**src/rtl/cpu_ctrl_pkg.sv**
```systemverilog
// Shared encodings for the CPU microsequencer and datapath: states, opcodes, control-bit indices.
// CU_SINGLE_STEP_EN adds the PAUSE state used for single-step operation.
package cpu_ctrl_pkg;

    typedef enum logic [4:0] {
        S_IDLE,
        S_F1,
        S_F2,
        S_F3,
        S_F4,
        S_RD,
        S_BR,
        S_LDA,
        S_ADD,
        S_SUB,
        S_AND,
        S_OR,
        S_STM,
        S_WR,
        S_JMP,
        S_JGEZ,
        S_CLR,
        S_HALT
`ifdef CU_SINGLE_STEP_EN
        , S_PAUSE
`endif
    } cu_state_t;

    localparam logic [7:0] OP_LOAD   = 8'h01;
    localparam logic [7:0] OP_STORE  = 8'h02;
    localparam logic [7:0] OP_ADD    = 8'h03;
    localparam logic [7:0] OP_SUB    = 8'h04;
    localparam logic [7:0] OP_JMPGEZ = 8'h05;
    localparam logic [7:0] OP_JMP    = 8'h06;
    localparam logic [7:0] OP_HALT   = 8'h07;
    localparam logic [7:0] OP_AND    = 8'h08;
    localparam logic [7:0] OP_OR     = 8'h09;
    localparam logic [7:0] OP_CLR    = 8'h0A;

    localparam int unsigned CB_PC_INC      = 0;
    localparam int unsigned CB_PC_LOAD     = 1;
    localparam int unsigned CB_PC_TO_MAR   = 2;
    localparam int unsigned CB_MBR_TO_MAR  = 3;
    localparam int unsigned CB_MEM_READ    = 4;
    localparam int unsigned CB_MEM_WRITE   = 5;
    localparam int unsigned CB_MBR_TO_IR   = 6;
    localparam int unsigned CB_MBR_TO_BR   = 7;
    localparam int unsigned CB_ACC_TO_MBR  = 8;
    localparam int unsigned CB_ALU_ADD     = 9;
    localparam int unsigned CB_ALU_SUB     = 10;
    localparam int unsigned CB_ACC_CLR     = 11;
    localparam int unsigned CB_ALU_AND     = 12;
    localparam int unsigned CB_ALU_OR      = 13;
    localparam int unsigned CB_ACC_LOAD_BR = 14;

    function automatic logic is_mem_wait(input cu_state_t s);
        return (s == S_F2) || (s == S_RD) || (s == S_WR);
    endfunction

endpackage

```
**src/rtl/cu_decoder.sv**
```systemverilog
// Combinational control-word decode from the sequencer state; only PC_LOAD in S_JGEZ looks at acc_neg.
// CU_SINGLE_STEP_EN: the PAUSE state decodes to an all-zero word like IDLE/HALT.
module cu_decoder
    import cpu_ctrl_pkg::*;
#(
    parameter int unsigned CTRL_W = 16
) (
    input  cu_state_t         i_state,
    input  logic              i_acc_neg,
    output logic [CTRL_W-1:0] o_ctrl
);

    always_comb begin
        o_ctrl = '0;
        case (i_state)
            S_F1:    o_ctrl[CB_PC_TO_MAR] = 1'b1;
            S_F2:    o_ctrl[CB_MEM_READ] = 1'b1;
            S_F3: begin
                o_ctrl[CB_MBR_TO_IR] = 1'b1;
                o_ctrl[CB_PC_INC]    = 1'b1;
            end
            S_F4:    o_ctrl[CB_MBR_TO_MAR] = 1'b1;
            S_RD:    o_ctrl[CB_MEM_READ] = 1'b1;
            S_BR:    o_ctrl[CB_MBR_TO_BR] = 1'b1;
            S_LDA:   o_ctrl[CB_ACC_LOAD_BR] = 1'b1;
            S_ADD:   o_ctrl[CB_ALU_ADD] = 1'b1;
            S_SUB:   o_ctrl[CB_ALU_SUB] = 1'b1;
            S_AND:   o_ctrl[CB_ALU_AND] = 1'b1;
            S_OR:    o_ctrl[CB_ALU_OR] = 1'b1;
            S_STM:   o_ctrl[CB_ACC_TO_MBR] = 1'b1;
            S_WR:    o_ctrl[CB_MEM_WRITE] = 1'b1;
            S_JMP:   o_ctrl[CB_PC_LOAD] = 1'b1;
            S_JGEZ:  o_ctrl[CB_PC_LOAD] = ~i_acc_neg;
            S_CLR:   o_ctrl[CB_ACC_CLR] = 1'b1;
            default: o_ctrl = '0;
        endcase
    end

endmodule

```
**src/rtl/control_unit.sv**
```systemverilog
// Microsequencer: fetch/decode/execute state machine, memory-wait timeout and sticky fault flags.
// CU_SINGLE_STEP_EN: adds the step input and a PAUSE state entered after every instruction.
module control_unit
    import cpu_ctrl_pkg::*;
#(
    parameter int unsigned CTRL_W      = 16,
    parameter int unsigned OP_W        = 8,
    parameter int unsigned MEM_TIMEOUT = 255
) (
    input  logic              clk,
    input  logic              rst,
    input  logic              start,
    input  logic [OP_W-1:0]   ir_data,
    input  logic              acc_neg,
    input  logic              mem_ready,
`ifdef CU_SINGLE_STEP_EN
    input  logic              step,
`endif
    output logic [CTRL_W-1:0] control_signals,
    output logic              instr_done,
    output logic              halted,
    output logic              illegal_op,
    output logic              mem_fault
);

    localparam int unsigned CNT_W = $clog2(MEM_TIMEOUT + 1);

`ifdef CU_SINGLE_STEP_EN
    localparam cu_state_t AFTER_DONE = S_PAUSE;
`else
    localparam cu_state_t AFTER_DONE = S_F1;
`endif

    cu_state_t        r_state, w_next;
    cu_state_t        r_exec, w_exec_next;
    logic [CNT_W-1:0] r_cnt;
    logic             r_illegal, r_fault;
    logic             w_wait, w_timeout, w_done, w_set_illegal;

    always_comb begin
        w_next        = r_state;
        w_exec_next   = r_exec;
        w_done        = 1'b0;
        w_set_illegal = 1'b0;
        w_wait        = is_mem_wait(r_state);
        w_timeout     = w_wait && !mem_ready && (r_cnt == CNT_W'(MEM_TIMEOUT - 1));
        case (r_state)
            S_IDLE: if (start) w_next = S_F1;
            S_F1:   w_next = S_F2;
            S_F2:   if (mem_ready) w_next = S_F3;
            S_F3:   w_next = S_F4;
            // Read-type ops share RD/BR; the final execute state is remembered in r_exec.
            S_F4: begin
                case (ir_data)
                    OP_LOAD:   begin w_next = S_RD; w_exec_next = S_LDA; end
                    OP_ADD:    begin w_next = S_RD; w_exec_next = S_ADD; end
                    OP_SUB:    begin w_next = S_RD; w_exec_next = S_SUB; end
                    OP_AND:    begin w_next = S_RD; w_exec_next = S_AND; end
                    OP_OR:     begin w_next = S_RD; w_exec_next = S_OR;  end
                    OP_STORE:  w_next = S_STM;
                    OP_JMP:    w_next = S_JMP;
                    OP_JMPGEZ: w_next = S_JGEZ;
                    OP_CLR:    w_next = S_CLR;
                    OP_HALT:   w_next = S_HALT;
                    default: begin
                        w_next        = S_HALT;
                        w_set_illegal = 1'b1;
                    end
                endcase
            end
            S_RD:   if (mem_ready) w_next = S_BR;
            S_BR:   w_next = r_exec;
            S_STM:  w_next = S_WR;
            S_WR: begin
                if (mem_ready) begin
                    w_done = 1'b1;
                    w_next = AFTER_DONE;
                end
            end
            S_LDA, S_ADD, S_SUB, S_AND, S_OR, S_JMP, S_JGEZ, S_CLR: begin
                w_done = 1'b1;
                w_next = AFTER_DONE;
            end
            S_HALT: w_next = S_HALT;
`ifdef CU_SINGLE_STEP_EN
            S_PAUSE: if (step) w_next = S_F1;
`endif
            default: w_next = S_IDLE;
        endcase
        if (w_timeout) w_next = S_HALT;
    end

    always_ff @(posedge clk or posedge rst) begin
        if (rst) begin
            r_state   <= S_IDLE;
            r_exec    <= S_IDLE;
            r_cnt     <= '0;
            r_illegal <= 1'b0;
            r_fault   <= 1'b0;
        end else begin
            r_state <= w_next;
            r_exec  <= w_exec_next;
            // Every wait state is entered from a non-wait state, so clearing outside waits clears on entry.
            r_cnt   <= (w_wait && !mem_ready) ? r_cnt + CNT_W'(1) : '0;
            if (w_set_illegal) r_illegal <= 1'b1;
            if (w_timeout)     r_fault   <= 1'b1;
        end
    end

    cu_decoder #(
        .CTRL_W (CTRL_W)
    ) u_dec (
        .i_state   (r_state),
        .i_acc_neg (acc_neg),
        .o_ctrl    (control_signals)
    );

    assign instr_done = w_done;
    assign halted     = (r_state == S_HALT);
    assign illegal_op = r_illegal;
    assign mem_fault  = r_fault;

endmodule
```
**config.mk**
```make
export PLATFORM = sky130hd
export DESIGN_NAME = control_unit
export DESIGN_NICKNAME = d
export VERILOG_FILES = /design/src/rtl/cpu_ctrl_pkg.sv /design/src/rtl/cu_decoder.sv /design/src/rtl/control_unit.sv
export SDC_FILE = /design/constraint.sdc
export NUM_CORES = 1
export LEC_CHECK = 0
export BUFFER_PORTS_ARGS = -buffer_cell sky130_fd_sc_hd__buf_2
export CORE_ASPECT_RATIO = 1.1
export CORE_MARGIN = 4
export CORE_UTILIZATION = 35
export DETAILED_ROUTE_END_ITERATION = 8
export PLACE_DENSITY = 0.63
export SLEW_MARGIN = 20
export SYNTH_ARGS = -nofsm -noshare
export SYNTH_HDL_FRONTEND = slang
export SYNTH_SLANG_ARGS = --single-unit
```
**constraint.sdc**
```tcl
create_clock -name clk -period 1.7 [get_ports clk]
set_input_delay 0.34 -clock clk [delete_from_list [all_inputs] [get_ports clk]]
set_output_delay 0.34 -clock clk [all_outputs]
set_load 0.005 [all_outputs]
```
=== Word level (Yosys, flattened, before mapping) ===
Index checks and enable logic that the tools add are counted.

* ROM bits: 0
* Bits in registers: 20
* Word-level logic and storage cells: 79
* Input port bits: 13
* Memory bits (writable): 0
* Memories: 0
* Latch bits: 0
* Output and inout bits: 20

* Bitwise operators: 1
* Reduce and logical (&&, ||, !) cells: 13
* Order comparisons: 0
* Divide/modulo/power cells: 0
* Mux-type cells: 27
* Shift operators: 0
* Add/sub/neg operators: 1
* Multiply operators: 0
* Equal/unequal tests: 32

{| class="wikitable"
|+ Operators by type and width
! kind !! count
|-
| $pmux W5 S11 || 1
|-
| $pmux W5 S5 || 2
|-
| $eq A5 B4 Y1 const B || 8
|-
| $eq A8 B3 Y1 const B || 4
|-
| $mux W5 || 5
|-
| $eq A8 B4 Y1 const B || 3
|-
| $eq A5 B3 Y1 const B || 4
|-
| $eq A8 B2 Y1 const B || 2
|-
| $mux W1 || 16
|-
| $ne A3 B3 Y1 const B || 4
|-
| $eq A5 B2 Y1 const B || 2
|-
| $eq A5 B5 Y1 const B || 2
|-
| $reduce_or A10 Y1 || 1
|-
| $add A8 B1 Y8 const B || 1
|-
| $eq A8 B1 Y1 const B || 1
|-
| $eq A8 B8 Y1 const B || 1
|-
| $mux W8 || 1
|-
| $reduce_or A8 Y1 || 1
|-
| $eq A5 B1 Y1 const B || 1
|-
| $logic_not A5 Y1 || 1
|-
| $reduce_bool A5 Y1 || 1
|-
| $reduce_or A5 Y1 || 1
|-
| $pmux W1 S2 || 2
|-
| $reduce_and A4 Y1 || 1
|-
| other kinds (6) || 8
|}

=== Depth between registers and ports, before layout ===
* Word-level depth: 7
* Gate-level depth with buffers: 6
* Mapped depth without buffers: 5

=== By module ===
Synthesis repeated with hierarchy kept, for this count alone.

* Cells, all modules: 177
* Area total of the unflattened synthesis: 1519.0 sq um

{| class="wikitable"
|+ Modules (own cells, without submodules)
! module !! instances !! cells each !! seq. area each (sq um) !! area an instance (sq um)
|-
| control_unit || 1 || 148 || 475.5 || 1333.8
|-
| cu_decoder || 1 || 29 || 0.0 || 185.2
|}

=== Worst setup path before layout ===
No wires, ideal clock.

* Path kind: register to register
* From: reg r_state[2]
* To: reg r_state[1]
* Path buffers: 1
* Required time: 1.571 ns
* Path slack: 0.173 ns
* Setup time: 0.129 ns
* Stages on the path, launching flop included: 6
* Arrival: 1.399 ns
* Clock period less this slack: 1.527 ns
* Path through: dfrtp_1 buf_6 nor4b_2 o21ai_1 or3_4 o2bb2ai_1

* Longest elaborated chain between the ends: 7
* Elaborated cells between the ends (all ways): 30
* Classes of those cells: eq/ne: 21; mux: 2; reduce/logical: 7

{| class="wikitable"
|+ Ends and longest elaborated chain
! what !! line !! text
|-
| start, declared || control_unit.sv:34 || <nowiki>cu_state_t r_state, w_next;</nowiki>
|-
| start signal, assigned || control_unit.sv:101 || <nowiki>r_state <= w_next;</nowiki>
|-
| $eq A5 B2 Y1 or $eq A5 B3 Y1 (tied branches) || cpu_ctrl_pkg.sv:57, control_unit.sv:47 ||
|-
| $logic_or A1 B1 Y1 (2 in a row) || cpu_ctrl_pkg.sv:57 || <nowiki>return (s == S_F2) || (s == S_RD) || (s == S_WR);</nowiki>
|-
| $logic_and A1 B1 Y1 (2 in a row) || control_unit.sv:46 || <nowiki>w_timeout = w_wait && !mem_ready && (r_cnt == CNT_W'(MEM_TIMEOUT - 1));</nowiki>
|-
| $ne A3 B3 Y1 (no source line) || - ||
|-
| $reduce_and A4 Y1 (no source line) || - ||
|}

Parallel ways exist; a longest one is shown, timed or not.
A chain may end at the register's enable or synchronous reset.

=== Worst setup path after layout ===
* From: reg r_state[2]
* To: out instr_done

* Longest elaborated chain between the ends: 3
* Elaborated cells between the ends (all ways): 11
* Classes of those cells: eq/ne: 9; mux: 1; reduce/logical: 1

{| class="wikitable"
|+ Ends and longest elaborated chain
! what !! line !! text
|-
| $eq A5 B4 Y1 (tied with other cells) || control_unit.sv:47 || <nowiki>case (r_state)</nowiki>
|-
| $reduce_or A8 Y1 || control_unit.sv:47 ||
|-
| $pmux W1 S2 (*) || control_unit.sv:47 ||
|-
| end, declared || control_unit.sv:20 || <nowiki>output logic instr_done,</nowiki>
|}

Mark *: on every way between the ends. The rest lies on a longest branch, timed or not.

==> run summary <==
status: finished with violations
failing checks: negative setup slack
Synth area leaders: dfrtp_1 (32%), nor2_1 (7.4%), xor2_1 (4.1%)
initial antenna violation count: 0
Leak Pwr: 0.9120 nW
Clock Latency Late Sink: 260 ps
DRT Pass-1 Iters: 4
#FFs+latches synth: 19
Core Box Area: 4024 sq um
worst-margin pin slew: 571.9 ps
syn_area_per_cell: 8.492 sq um
Tcrit/Tclk final: 104.2%
port bufs: 31
Reg clk slew, reported paths: 80 ps
CTS tree: yes
post-cts hold buffer count: 0
Post-synth ARST share: 100.0%
WL per Instance: 14.48 microns
PD cells: 1154 nW/um^2
endpoints failing setup: 7
number of cells after detailed placement: 256
Die Width: 69.95 microns
Initial Util: 36.72%
DRC errors left: 0
Max Clock Freq: 564.6 MHz
DRT Wirelength: 3996 microns
Hold Path Class: input port to async pin
Final Hold Fails: 0
Clock Sinks: 19
mapped cell area: 1478 sq um
Final TNS setup: -184.2 ps
commonest cells in the netlist: nor2_1 (29), dfrtp_1 (19), nand2_1 (13)
Final min period: 1771 ps
GRT overflow: 0
fin util: 49.97%
Final HPWL DP: 2741 microns
YS warnings: 0
Die Y: 76.15 microns
Clock Path Buffers: 2
most common cell in the synthesized netlist: nor2_1
worst hold margin: 95.61 ps
layout cells sized above 1: 42.86%
RSZ-0062 raised after global routing: true
Setup crit start kind: flip-flop
number of max-cap violations: 0
maximum vdd drop: 0.5834 mV
worst slack, placed: 17.62 ps
Synth-to-Final Area Change: 36.07%
largest net degree at the start of global routing: 20
sequential area share after synthesis: 32.18%
global placement routability congestion: 0.8765
Unique masters post-synth: 59
vias per std cell: 5.362
DP Area: 1717 sq um
vias in the first global route: 1380
overall power: 2.320 mW
Net Count, Synth: 189
ant diodes: 0
Rel. slew slack: 61.39%
non-filler cells, final: 276
multi-input combinational cell area: 989.7 sq um
worst-path maximum fanout: 8
Nets: 240
Mapped Cells: 174
Layout Skew: 5.886 ps
CP endpoint kind: output pin
design area: 2011 sq um
via count: 1480
Layout fillers: 408
Synth area leader: dfrtp_1
Die Area: 5326 sq um
CP required: 1360 ps
CTS root buffer: clkbuf_8
Row Count: 24
fin. max-slew vios: 0
total CTS buffers: 3
Post-synth EDFFs: 0
Yosys top cell area share: 32.18%
H-Tree Level Count: 1
Crit Path Class: flip-flop to output pin
Register Area: 481.7 sq um
first-pass GRT wire length: 6582 microns
flop2flop setup slack: 20 ps
I/O pins: 33
ys flop type: dfrtp_1
Final Worst Setup Slack: -71.16 ps
Crit path arrival time: 1430 ps
post-route ant nets: 0
gr usage total: 14.92%
drt first-iter violations: 55
report_power, final:
group / internal (mW) / switching (mW)
combinational: 0.689 / 0.699
sequential: 0.524 / 0.0885
clock: 0.163 / 0.157
total: 1.38 / 0.944
logic make-up after synthesis:
family | count (synthesis) | synth area share [%]
compound gates | 42 | 21.08
other cells | 1 | 0.2538
flops | 19 | 32.18
mux | 2 | 1.355
fa+ha+maj | 2 | 1.693
buf+inv | 21 | 7.366
simple gates | 79 | 31.33
xor+xnor | 8 | 4.742
registers in the layout, summed over array words and instances, names as in the netlist:
register and cells:
illegal_op 1, r_state 5, mem_fault 1, r_exec 4, r_cnt 8
critical path, stage by stage, from the launching register on:
cell and delay (ps):
dfrtp_2 460, or3b_4 450, o22ai_2 140, buf_2 130
timing repair:
| action | in CTS | in global routing |
|---|---|---|
| gates resized for setup | 18 | 18 |
| setup endpoints to repair | 15 | 24 |
| setup buffers | 11 | 6 |
| pin swaps | 5 | 16 |
| hold endpoints to repair | 0 | 0 |
worst paths after layout:
path | start | to | depth (start not counted)
worst max-delay path | r_state[2] | instr_done | 3
worst min-delay path | rst | r_exec[2] | 3
worst max register to register | r_state[3] | r_state[1] | 5
worst min register to register | illegal_op | illegal_op | 1
max in group asynchronous | rst | r_state[2] | 3
min in group clk | mem_ready | r_state[3] | 2
cell type report:
class / count / share of cell area (%)
clock inverter: 1 / 0.2489
inverter: 6 / 1.120
timing repair buffer: 61 / 20.16
tap: 52 / 3.236
multi-input combinational: 134 / 49.22
clock buffer: 3 / 2.054
sequential: 19 / 23.96
routing by layer:
layer  share of wire (%)  GRT usage [%]
met1                  43          19.14
met2                  50          24.39
met3                 4.2          3.166
met4                 2.7          5.747
met5                   0              0
cells in the final DEF (no fill, tap or decap), drive strengths merged, types with 2 or more instances in the layout:
| cell | Yosys | layout |
|---|---|---|
| a2111oi | 2 | 2 |
| xor2 | 7 | 7 |
| a31oi | 4 | 4 |
| clkbuf | 7 | 3 |
| o21ai | 4 | 4 |
| o31ai | 2 | 2 |
| nor3b | 2 | 2 |
| ha | 2 | 2 |
| mux2i | 2 | 2 |
| nor2 | 30 | 30 |
| nor3 | 3 | 3 |
| a21boi | 3 | 3 |
| nand2 | 13 | 13 |
| nor4 | 3 | 3 |
| dfrtp | 19 | 19 |
| a211o | 2 | 2 |
| nand3 | 4 | 4 |
| a211oi | 3 | 3 |
| or3b | 2 | 2 |
| o22ai | 2 | 2 |
| nand2b | 5 | 5 |
| nand4 | 2 | 2 |
| inv | 6 | 6 |
| buf | 8 | 61 |
| o311ai | 2 | 2 |
| a21oi | 3 | 3 |
| a21o | 2 | 2 |
| or3 | 2 | 2 |
| nor2b | 2 | 2 |
| o211ai | 4 | 4 |
| nand3b | 2 | 2 |
(Power assumes the default switching activity.)
